### src/rtl/ub_reader_pkg.sv
// Shared types and constants for the Unified Buffer read sequencer.
// Holds the FSM state encoding, the FIFO depth and the default word-width relation.
package ub_reader_pkg;

  typedef enum logic [1:0] {
    IDLE  = 2'd0,
    RUN   = 2'd1,
    DRAIN = 2'd2
  } state_t;

  localparam int FIFO_DEPTH = 2;

  // One SRAM word carries exactly one activation row.
  function automatic int word_size(input int matrix_size, input int data_bw);
    return matrix_size * data_bw;
  endfunction

endpackage

### src/rtl/ub_read_fifo.sv
// Two-entry FIFO of {last, data} that absorbs the rows returned by the SRAM.
// Push and pop may occur in the same cycle; the head is masked to zero when empty.
module ub_read_fifo
  import ub_reader_pkg::*;
#(
  parameter int WIDTH = 64
) (
  input  logic             clk,
  input  logic             rstn,
  input  logic             push,
  input  logic             push_last,
  input  logic [WIDTH-1:0] push_data,
  input  logic             pop,
  output logic             head_valid,
  output logic             head_last,
  output logic [WIDTH-1:0] head_data,
  output logic [1:0]       count
);

  logic [WIDTH-1:0] data_q [FIFO_DEPTH];
  logic             last_q [FIFO_DEPTH];
  logic             wr_ptr_q;
  logic             rd_ptr_q;
  logic [1:0]       cnt_q;

  always_ff @(posedge clk or negedge rstn) begin
    if (!rstn) begin
      for (int i = 0; i < FIFO_DEPTH; i++) begin
        data_q[i] <= '0;
        last_q[i] <= 1'b0;
      end
      wr_ptr_q <= 1'b0;
      rd_ptr_q <= 1'b0;
      cnt_q    <= 2'd0;
    end else begin
      if (push) begin
        data_q[wr_ptr_q] <= push_data;
        last_q[wr_ptr_q] <= push_last;
        wr_ptr_q         <= ~wr_ptr_q;
      end
      if (pop) begin
        rd_ptr_q <= ~rd_ptr_q;
      end
      case ({push, pop})
        2'b10:   cnt_q <= cnt_q + 2'd1;
        2'b01:   cnt_q <= cnt_q - 2'd1;
        default: cnt_q <= cnt_q;
      endcase
    end
  end

  assign head_valid = (cnt_q != 2'd0);
  assign head_last  = head_valid & last_q[rd_ptr_q];
  assign head_data  = head_valid ? data_q[rd_ptr_q] : '0;
  assign count      = cnt_q;

  // The issue credit in the parent must make these impossible.
  a_no_overflow : assert property (@(posedge clk) disable iff (!rstn)
    !(push && !pop && (cnt_q == 2'(FIFO_DEPTH))));
  a_no_underflow : assert property (@(posedge clk) disable iff (!rstn)
    !(pop && (cnt_q == 2'd0)));

endmodule

### src/rtl/ctrl_ub_reader.sv
// Unified Buffer read sequencer: streams num_rows rows from base_addr onto a
// valid/ready interface, hiding the SRAM's one-cycle read latency.
//
// state | meaning
// IDLE  | waiting for start; a zero-length start only pulses done
// RUN   | issuing reads, limited by FIFO credit
// DRAIN | all reads issued; waiting for the last-tagged row to be accepted
module ctrl_ub_reader
  import ub_reader_pkg::*;
#(
  parameter int ADDRESSSIZE = 10,
  parameter int MATRIX_SIZE = 8,
  parameter int DATA_BW     = 8,
  parameter int WORDSIZE    = word_size(MATRIX_SIZE, DATA_BW)
) (
  input  logic                   clk,
  input  logic                   rstn,
  input  logic                   start,
  input  logic [ADDRESSSIZE-1:0] base_addr,
  input  logic [ADDRESSSIZE-1:0] num_rows,
  output logic                   busy,
  output logic                   done,
  output logic                   ub_write_enable,
  output logic [ADDRESSSIZE-1:0] ub_address,
  input  logic [WORDSIZE-1:0]    ub_data_out,
  output logic                   out_valid,
  input  logic                   out_ready,
  output logic [WORDSIZE-1:0]    out_data,
  output logic                   out_last
);

  localparam logic [ADDRESSSIZE-1:0] ONE = ADDRESSSIZE'(1);

  state_t                 state_q, state_d;
  logic [ADDRESSSIZE-1:0] num_q;
  logic [ADDRESSSIZE-1:0] issue_cnt_q;
  logic [ADDRESSSIZE-1:0] addr_q;
  logic                   inflight_q;
  logic                   inflight_last_q;
  logic                   done_q;
  logic [1:0]             fifo_count;

  logic pop;
  logic credit_ok;
  logic accept;
  logic issue;
  logic last_issue;
  logic done_d;

  assign pop       = out_valid & out_ready;
  // Rows already buffered plus the one in the SRAM pipe must not exceed the FIFO.
  assign credit_ok = (({1'b0, fifo_count} + {2'b00, inflight_q}) < 3'd2);

  always_ff @(posedge clk or negedge rstn) begin
    if (!rstn) begin
      state_q <= IDLE;
    end else begin
      state_q <= state_d;
    end
  end

  always_comb begin
    state_d    = state_q;
    accept     = 1'b0;
    issue      = 1'b0;
    last_issue = 1'b0;
    done_d     = 1'b0;
    case (state_q)
      IDLE: begin
        if (start) begin
          accept = 1'b1;
          if (num_rows == '0) begin
            done_d = 1'b1;
          end else begin
            state_d = RUN;
          end
        end
      end
      RUN: begin
        issue      = credit_ok | pop;
        last_issue = issue & (issue_cnt_q == (num_q - ONE));
        if (last_issue) begin
          state_d = DRAIN;
        end
      end
      DRAIN: begin
        if (pop && out_last) begin
          state_d = IDLE;
          done_d  = 1'b1;
        end
      end
      default: state_d = IDLE;
    endcase
  end

  always_ff @(posedge clk or negedge rstn) begin
    if (!rstn) begin
      num_q           <= '0;
      issue_cnt_q     <= '0;
      addr_q          <= '0;
      inflight_q      <= 1'b0;
      inflight_last_q <= 1'b0;
      done_q          <= 1'b0;
    end else begin
      inflight_q      <= issue;
      inflight_last_q <= last_issue;
      done_q          <= done_d;
      if (accept) begin
        num_q       <= num_rows;
        issue_cnt_q <= '0;
        if (num_rows != '0) begin
          addr_q <= base_addr;
        end
      end else if (issue) begin
        issue_cnt_q <= issue_cnt_q + ONE;
        // The address register always shows the read being issued, so it
        // advances only while more rows remain and otherwise holds.
        if (!last_issue) begin
          addr_q <= addr_q + ONE;
        end
      end
    end
  end

  ub_read_fifo #(
    .WIDTH(WORDSIZE)
  ) u_fifo (
    .clk       (clk),
    .rstn      (rstn),
    .push      (inflight_q),
    .push_last (inflight_last_q),
    .push_data (ub_data_out),
    .pop       (pop),
    .head_valid(out_valid),
    .head_last (out_last),
    .head_data (out_data),
    .count     (fifo_count)
  );

  assign busy            = (state_q != IDLE);
  assign done            = done_q;
  assign ub_write_enable = 1'b0;
  assign ub_address      = addr_q;

endmodule

### config.mk
export PLATFORM = sky130hd
export DESIGN_NAME = ctrl_ub_reader
export DESIGN_NICKNAME = d
export VERILOG_FILES = /design/src/rtl/ub_reader_pkg.sv /design/src/rtl/ub_read_fifo.sv /design/src/rtl/ctrl_ub_reader.sv
export SDC_FILE = /design/constraint.sdc
export NUM_CORES = 1
export LEC_CHECK = 0
export BUFFER_PORTS_ARGS = -buffer_cell sky130_fd_sc_hd__buf_2
export CAP_MARGIN = 20
export CELL_PAD_IN_SITES_DETAIL_PLACEMENT = 1
export CELL_PAD_IN_SITES_GLOBAL_PLACEMENT = 2
export CORE_UTILIZATION = 36
export CTS_CLUSTER_SIZE = 24
export DETAILED_ROUTE_END_ITERATION = 7
export HOLD_SLACK_MARGIN = 0.06
export PLACE_DENSITY = 0.88
export SKIP_LAST_GASP = 1
export SLEW_MARGIN = 30
export SYNTH_ARGS = -nofsm -noshare
export SYNTH_HDL_FRONTEND = slang
export SYNTH_SLANG_ARGS = --single-unit
### constraint.sdc
create_clock -name clk -period 3.4 [get_ports clk]
set_clock_uncertainty 0.1 [all_clocks]
set_input_delay 0.17 -clock clk [delete_from_list [all_inputs] [get_ports clk]]
set_output_delay 0.17 -clock clk [all_outputs]
set_load 0.1 [all_outputs]
== Word level (Yosys, flattened, before mapping) ==
Index checks and enable logic that the tools add are counted.

* Logic and storage cells: 87
* Memory bits (writable): 0
* Register bits after elaboration: 169
* Bits in read-only memories: 0
* Bits in latches: 0
* Memories kept: 0

* Bitwise gates (word level): 8
* Equality and inequality tests: 11
* Add/sub/neg operators: 6
* Reductions and logical operators: 11
* $mul: 0
* Order comparisons: 4
* Shift operators: 0
* Divide/modulo/power cells: 0
* Multiplexer cells: 33

{| class="wikitable"
|+ Operators with widths
! cell !! number
|-
| two-way mux 64 bit || 5
|-
| bitwise mux 128 bit || 1
|-
| demux 64 bit (select 1 bit) || 1
|-
| two-way mux 10 bit || 6
|-
| adder 10 x 1 -> 10 bit, second input constant || 2
|-
| two-way mux 1 bit || 11
|-
| == test 10 bit || 1
|-
| zero test 10 bit || 1
|-
| != test 2 bit, second input constant || 5
|-
| nonzero test 10 bit || 1
|-
| subtractor 10 x 1 -> 10 bit, second input constant || 1
|-
| two-way mux 2 bit || 4
|-
| nonzero test 2 bit || 4
|-
| one-hot mux 2 bit (3 select lines) || 1
|-
| == test 2 x 1 -> 1 bit, second input constant || 2
|-
| == test 2 bit, second input constant || 2
|-
| greater-or-equal comparator 2 bit, second input constant || 2
|-
| inverter 1 -> 2 bit || 2
|-
| one-hot mux 2 bit (2 select lines) || 1
|-
| AND reduction 4 bit || 1
|-
| adder 2 x 1 -> 3 bit || 1
|-
| AND 1 bit || 3
|-
| < comparator 3 x 2 -> 1 bit, second input constant || 1
|-
| AND reduction 3 bit || 1
|-
| 11 further kinds || 13
|}

== Logic depth before layout (Yosys ltp) ==
Gate-level depths: netlist of run 1.

* Depth after elaboration: 8
* Mapped depth: 9
* Depth with buffers taken out: 9

== Hierarchy ==
Synthesis of run 1 repeated with hierarchy kept, for this count alone.

* Cell total of the unflattened synthesis: 674
* Area, all modules: 8241.7 um^2

{| class="wikitable"
|+ By module, submodules not included
! module !! cells an instance !! instances !! area each (um^2) !! seq. area each (um^2)
|-
| ub_read_fifo || 435 || 1 || 6093.3 || 3353.2
|-
| ctrl_ub_reader || 239 || 1 || 2148.3 || 875.8
|}

== Worst setup path before layout of run 1 ==
No wires, ideal clock.

* Path kind: register -> output
* Start point: register u_fifo.rd_ptr_q
* End point: output out_data[13]
* Setup slack: 0.435 ns
* Required time: 3.130 ns
* Data arrival time: 2.695 ns
* Stages on the path, launching flop included: 6
* Cells stage by stage: dfrtp_1 > clkbuf_1 > buf_1 > clkbuf_1 > mux2i_1 > nor2_1

* Word-level cells in the longest chain between the ends: 5

{| class="wikitable"
|+ Ends and longest elaborated chain
! item !! RTL line !! RTL
|-
| start, declared || ub_read_fifo.sv:23 || <nowiki>logic rd_ptr_q;</nowiki>
|-
| start signal, assigned || ub_read_fifo.sv:42 || <nowiki>rd_ptr_q <= ~rd_ptr_q;</nowiki>
|-
| inverter 1 -> 2 bit (not written as such) || ub_read_fifo.sv:54 || <nowiki>assign head_data = head_valid ? data_q[rd_ptr_q] : '0;</nowiki>
|-
| two-way mux 64 bit (not written as such) (3 in series) || ub_read_fifo.sv:54 ||
|-
| two-way mux 64 bit || ub_read_fifo.sv:54 ||
|-
| end, declared || ctrl_ub_reader.sv:28 || <nowiki>output logic [WORDSIZE-1:0] out_data,</nowiki>
|}

No other way between the ends. The select of a mux whose other input is x is not followed.

== Worst setup path in the final report of run 1 ==
* Start point: register num_q[0]
* End point: register addr_q[5] (netlist: ub_address[5])

* Word-level cells in the longest chain between the ends: 6

{| class="wikitable"
|+ Ends and longest elaborated chain
! item !! RTL line !! RTL
|-
| start, declared || ctrl_ub_reader.sv:35 || <nowiki>logic [ADDRESSSIZE-1:0] num_q;</nowiki>
|-
| start signal, assigned || ctrl_ub_reader.sv:109 || <nowiki>num_q <= num_rows;</nowiki>
|-
| subtractor 10 x 1 -> 10 bit || ctrl_ub_reader.sv:81 || <nowiki>last_issue = issue & (issue_cnt_q == (num_q - ONE));</nowiki>
|-
| == test 10 bit || ctrl_ub_reader.sv:81 ||
|-
| AND 1 bit || ctrl_ub_reader.sv:81 ||
|-
| two-way mux 1 bit || ctrl_ub_reader.sv:68 || <nowiki>case (state_q)</nowiki>
|-
| != test 2 bit (no line) || - ||
|-
| AND reduction 3 bit (no line) || - ||
|-
| end signal, assigned || ctrl_ub_reader.sv:112 || <nowiki>addr_q <= base_addr;</nowiki>
|-
| end signal, assigned || ctrl_ub_reader.sv:119 || <nowiki>addr_q <= addr_q + ONE;</nowiki>
|-
| end, declared || ctrl_ub_reader.sv:37 || <nowiki>logic [ADDRESSSIZE-1:0] addr_q;</nowiki>
|}

No other way between the ends.
A chain may end at the register's enable or synchronous reset.

==> impl_metrics.json, run 1 <==
{
  "outcome": "finished with violations",
  "setup_viol": 0,
  "std_cell_rows": 54,
  "portBuffers": 165,
  "diodes": 0,
  "worst-path-stages": 8,
  "syn_to_final_growth_pct": 31.6,
  "crit_fanout": 9,
  "drc": 14,
  "dieArea_um2": 23300,
  "worstSkewPairLatency_ns": 0.42,
  "hp-class": "in -> reg",
  "async_flop_share_pct": 100,
  "cp-start-kind": "flip-flop",
  "cts_resized": 0,
  "antenna_found_initial": 0,
  "ys_types": 61,
  "h-tree-depth": 4,
  "boundaryPins": 167,
  "r2r_end": "ub_address[5]",
  "endpoint": "ub_address[5]",
  "grt_pass1_wl_mm": 35.1,
  "die_w_um": 153,
  "seq_area_frac_synth_pct": 51.7,
  "synth.net_count": 785,
  "tritoncts": "yes",
  "cp-startpoint": "num_q[0]",
  "dp_hpwl_mm": 13.6,
  "final.setup.tns_ns": 0,
  "netlist_area_um2": 8170,
  "root_buffer": "clkbuf_16",
  "rrSetupSlack_ns": 0.54,
  "fin_crit_sh_pct": 84.1,
  "cp_data_arrival_time_ns": 3.06,
  "cts_sinks": 169,
  "r2r_start": "num_q[0]",
  "worst_slew_pin_slew_ns": 0.836,
  "grt_use_met1_pct": 23.4,
  "dieHeight_um": 153,
  "failed_checks": "DRC",
  "final_nets": 1031,
  "numCtsBuffers": 17,
  "crit_type": "reg -> reg",
  "drt_iter0_drc": 214,
  "grt_use_met2_pct": 33.5,
  "path_cells": "inv_1 -> ha_1 -> nor2b_1 -> or3_1 -> a31oi_1 -> nand4_2 -> or2_4 -> a221o_1",
  "finalWirelength_mm": 20.9,
  "fill_cells": 2379,
  "synth_seq_cells": 169,
  "cp_slowest_stage_delay_ns": 0.46,
  "avgSynthCellArea_um2": 11.8,
  "grt_max_degree": 89,
  "grt.overflow.total": 0,
  "slowest_stage": "dfrtp_1",
  "cts_buffer_depth": 2,
  "worstRegToRegCells": 8,
  "ant_nets": 0,
  "end_kind": "flip-flop",
  "yosys_warnings": 0,
  "track_usage_pct": 18.8,
  "wl_per_cell_um": 16.9,
  "start_util_pct": 37.1,
  "maxCapViolCount": 0,
  "synth_edf_count": 0,
  "place_congestion": 0.811,
  "drive_above_1_share_pct": 38.0,
  "max_slew_margin_pct": 44.2,
  "worstHoldStart": "base_addr[5]",
  "maxSlewViolCount": 0,
  "core-area_um2": 22000,
  "netlist_instances": 693,
  "top_usage_layer": "met2",
  "fin_crit_ns": 2.86,
  "ys.flop_type": "dfrtp_1",
  "hold_buffers": 86,
  "yosysTopAreaCellShare_pct": 51.7,
  "yosysTopAreaCell": "dfrtp_1",
  "synth_area_leaders": "dfrtp_1 (52%), mux2_2 (18%), mux2i_1 (8.1%)",
  "fmax_mhz": 350,
  "rsz0062_at_grt": "no",
  "hold_viol_final": 0,
  "crit_required_ns": 3.60,
  "cts_setup_buffers": 0,
  "path_clk_slew_ns": 0.07,
  "use_met3_pct": 3.27,
  "firstDrtPassIters": 8,
  "cpLargestDelayFamily": "simple AND/OR/NAND/NOR gates",
  "vias_per_cell": 5.00,
  "vias": 6156,
  "cp.buffers_inverters": 1,
  "grt_pass1_vias": 6823
}
## worst min-delay path: cells and delay by family
family / cells / cell delay [ns]
AOI/OAI and AO/OA: 2 / 0.36
buffers and inverters: 1 / 0.09
and+or+nand+nor: 1 / 0.05
## synthesized netlist by cell type (6+ instances only)
library cell	count
nor2_1	98
a21oi_1	6
dfrtp_1	169
nand2_1	41
clkbuf_1	33
mux2i_1	66
xor2_1	9
o21ai_0	15
xnor2_1	14
nand4_1	7
nand3_1	11
mux2_2	130
inv_1	18
## registers in the layout, summed over array words and instances (netlist names)
register and flops:
inflight_q 1, state_q 2, num_q 10, done 1, u_fifo.data_q 128, u_fifo.rd_ptr_q 1
inflight_last_q 1, u_fifo.wr_ptr_q 1, ub_address 10, u_fifo.last_q 2, u_fifo.count 2, issue_cnt_q 10
## logic make-up (layout without fill, tap and decap cells)
logic type | count (synthesis) | count (layout) | synth area share, %
compound gates | 50 | 50 | 4.62
xor+xnor | 24 | 24 | 2.66
fa+ha+maj | 4 | 4 | 0.612
buf+inv | 56 | 314 | 2.92
flops | 169 | 169 | 51.7
mux | 197 | 197 | 26.1
other cells | 1 | 1 | 0.0459
simple gates | 192 | 192 | 11.3
## final cells by class
type	count	area [µm²]	area share (%)
clock buffers	18	429	3.99
clock inverters	13	143	1.33
inverters	18	67.6	0.628
multi-input cells	468	3720	34.6
flip-flops and latches	169	4230	39.4
well taps	280	350	3.26
repair buffers	265	1810	16.8
## metrics by stage
stage	instance area [µm²]	std cells	util (%)	hold WS (ns)	worst slack (ns)
after floorplan	8170	693	-	-0.226	0.435
after global placement	9320	1114	42.3	0.197	0.666
after detailed placement	9320	1114	42.3	0.198	0.544
after CTS	10800	1231	48.8	0.175	0.534
after global routing	10800	1231	48.8	0.239	0.340
final	10800	1231	48.8	0.182	0.541
## placed cells by master, fill, tap and decap left out, types with 5 or more instances in the layout
master / count
dfrtp_1: 168
buf_2: 164
mux2_2: 130
nor2_1: 96
dlygate4sd3_1: 86
mux2i_1: 66
nand2_1: 40
inv_1: 18
clkbuf_16: 17
o21ai_0: 15
xnor2_1: 14
buf_4: 13
nand3_1: 11
xor2_1: 9
nand4_1: 7
a21oi_1: 6
inv_6: 6
and2_1: 5
## per-layer routing
| layer | wire, µm | vias up |
|---|---|---|
| met4 | 257 | 0 |
| met5 | 0 | - |
| met2 | 10500 | 130 |
| li1 | - | 2900 |
| met1 | 9270 | 3101 |
| met3 | 830 | 25 |
## how the worst min path moves through the flow
stage | slack, ns | depth (start not counted) | to
floorplan | -0.23 | 0 | done
global placement | 0.20 | 1 | u_fifo.data_q[12]
detailed placement | 0.20 | 1 | u_fifo.data_q[13]
CTS | 0.17 | 4 | ub_address[5]
global route | 0.24 | 4 | ub_address[5]
finish | 0.18 | 4 | ub_address[5]
Power of run 1 is not shown: default switching activity piles up to over one toggle a cycle in this logic, so the estimate is an artifact.
==> run 2: changes to the inputs <==
clock period = 3 ns   (was 3.4 ns; I/O delays follow)
==> impl_metrics.json, run 2 (synthesis gave the netlist of run 1 again) <==
{
  "crit_fanout": 8,
  "place_area_um2": 9380,
  "drt_iter0_drc": 221,
  "h-tree-depth": 4,
  "worstSkewPairLatency_ns": 0.42,
  "grt_pass1_vias": 6716,
  "ant_nets": 0,
  "fin_crit_sh_pct": 91.7,
  "grt_max_degree": 71,
  "maxSlewViolCount": 0,
  "cp-start-kind": "flip-flop",
  "final_common_cell": "dfrtp_1",
  "cts_buffer_depth": 2,
  "end_kind": "flip-flop",
  "r2r_start": "num_q[0]",
  "path_cells": "inv_1 -> ha_1 -> nor2b_1 -> or3_1 -> a31oi_1 -> nand4_2 -> or2_4 -> a221o_1",
  "hold_viol_final": 0,
  "vias_per_cell": 5.01,
  "finalWirelength_mm": 20.8,
  "cp_slowest_stage_delay_ns": 0.46,
  "cp_data_arrival_time_ns": 2.96,
  "root_buffer": "clkbuf_16",
  "path_clk_slew_ns": 0.07,
  "final.setup.tns_ns": 0,
  "place_congestion": 0.811,
  "numCtsBuffers": 17,
  "worst-path-stages": 8,
  "worstRegToRegCells": 8,
  "track_usage_pct": 18.8,
  "top_register": "u_fifo.data_q",
  "rsz0062_at_grt": "no",
  "fmax_mhz": 364,
  "r2r_end": "ub_address[5]",
  "drive_above_1_share_pct": 38.1,
  "vias": 6177,
  "rrSetupSlack_ns": 0.25,
  "std_cell_rows": 54,
  "portBuffers": 165,
  "syn_to_final_growth_pct": 32.7,
  "hp-class": "in -> async",
  "maxCapViolCount": 0,
  "slowest_stage": "dfrtp_1",
  "tritoncts": "yes",
  "crit_type": "reg -> reg",
  "cp.buffers_inverters": 1,
  "grt_pass1_wl_mm": 35.1,
  "worst_slew_pin_slew_ns": 0.656,
  "crit_required_ns": 3.20,
  "max_slew_margin_pct": 56.3,
  "endpoint": "ub_address[5]",
  "cpLargestDelayFamily": "simple AND/OR/NAND/NOR gates",
  "layout.cells.most_common_list": "dfrtp_1 (168), buf_2 (164), mux2_2 (130), nor2_1 (96), dlygate4sd3_1 (87)",
  "fin_crit_ns": 2.75,
  "failed_checks": "DRC",
  "firstDrtPassIters": 8,
  "diodes": 0,
  "largest_reg_flops": 128,
  "boundaryPins": 167,
  "cp-startpoint": "num_q[0]",
  "setup_viol": 0,
  "dieArea_um2": 23300,
  "dieHeight_um": 153,
  "outcome": "finished with violations",
  "wl_per_cell_um": 16.8,
  "final_area_um2": 10800,
  "antenna_found_initial": 0,
  "start_util_pct": 37.1,
  "dp_hpwl_mm": 13.8,
  "final_nets": 1034,
  "cts_sinks": 169,
  "die_w_um": 153,
  "drc": 12,
  "core-area_um2": 22000,
  "grt.overflow.total": 0
}
## run 2: cell count changes in the layout (fill, tap and decap cells not counted)
cell	previous run	this run
bufinv_16	2	3
buf_4	13	12
inv_6	6	3
clkinv_4	0	2
dlygate4sd3_1	86	87
buf_12	1	4
clkinv_2	3	2
inv_8	0	1
## run 2: worst min-delay path by stage
| stage | end | startpoint | slack [ns] | cells after the start |
|---|---|---|---|---|
| finish | u_fifo.data_q[76] | rstn | 0.13 | 2 |
| detailed placement | u_fifo.data_q[76] | rstn | 0.03 | 1 |
| global placement | u_fifo.data_q[12] | rstn | 0.02 | 1 |
| CTS | ub_address[5] | base_addr[5] | 0.13 | 4 |
| global route | u_fifo.data_q[12] | rstn | 0.16 | 2 |
| floorplan | done | rstn | -0.25 | 0 |
## run 2: repair_timing
item                      CTS  global route
hold endpoints to repair  224             0
buffers inserted            0             0
hold buffers               87             0
gates resized for setup     0             0
## run 2: layout make-up
type                       instances  area [µm²]
clock buffer                      18         429
clock inverter                    13         170
fill                            2356       11200
inverter                          18        67.6
multi-input combinational        468        3720
sequential                       169        4230
tap                              280         350
timing repair buffer             268        1870
## run 2: stage by stage
stage / cells / utilization (%) / setup WS (ns) / hold slack (ns)
2_1_floorplan: 693 / - / 0.0546 / -0.246
3_3_place_gp: 1116 / 42.6 / 0.351 / 0.0249
3_5_place_dp: 1116 / 42.6 / 0.265 / 0.0339
4_1_cts: 1234 / 49.2 / 0.257 / 0.131
5_1_grt: 1234 / 49.2 / 0.0374 / 0.157
6_report: 1234 / 49.2 / 0.249 / 0.134
## run 2: layer usage
layer / vias up / global-route usage, % / part of all wire, %
li1: 2902 / - / -
met1: 3125 / 23.4 / 45
met2: 132 / 32.7 / 50
met3: 18 / 4.01 / 4.3
met4: 0 / 5.48 / 1.1
met5: - / 0 / 0
Power of run 2 is left out for the same reason.
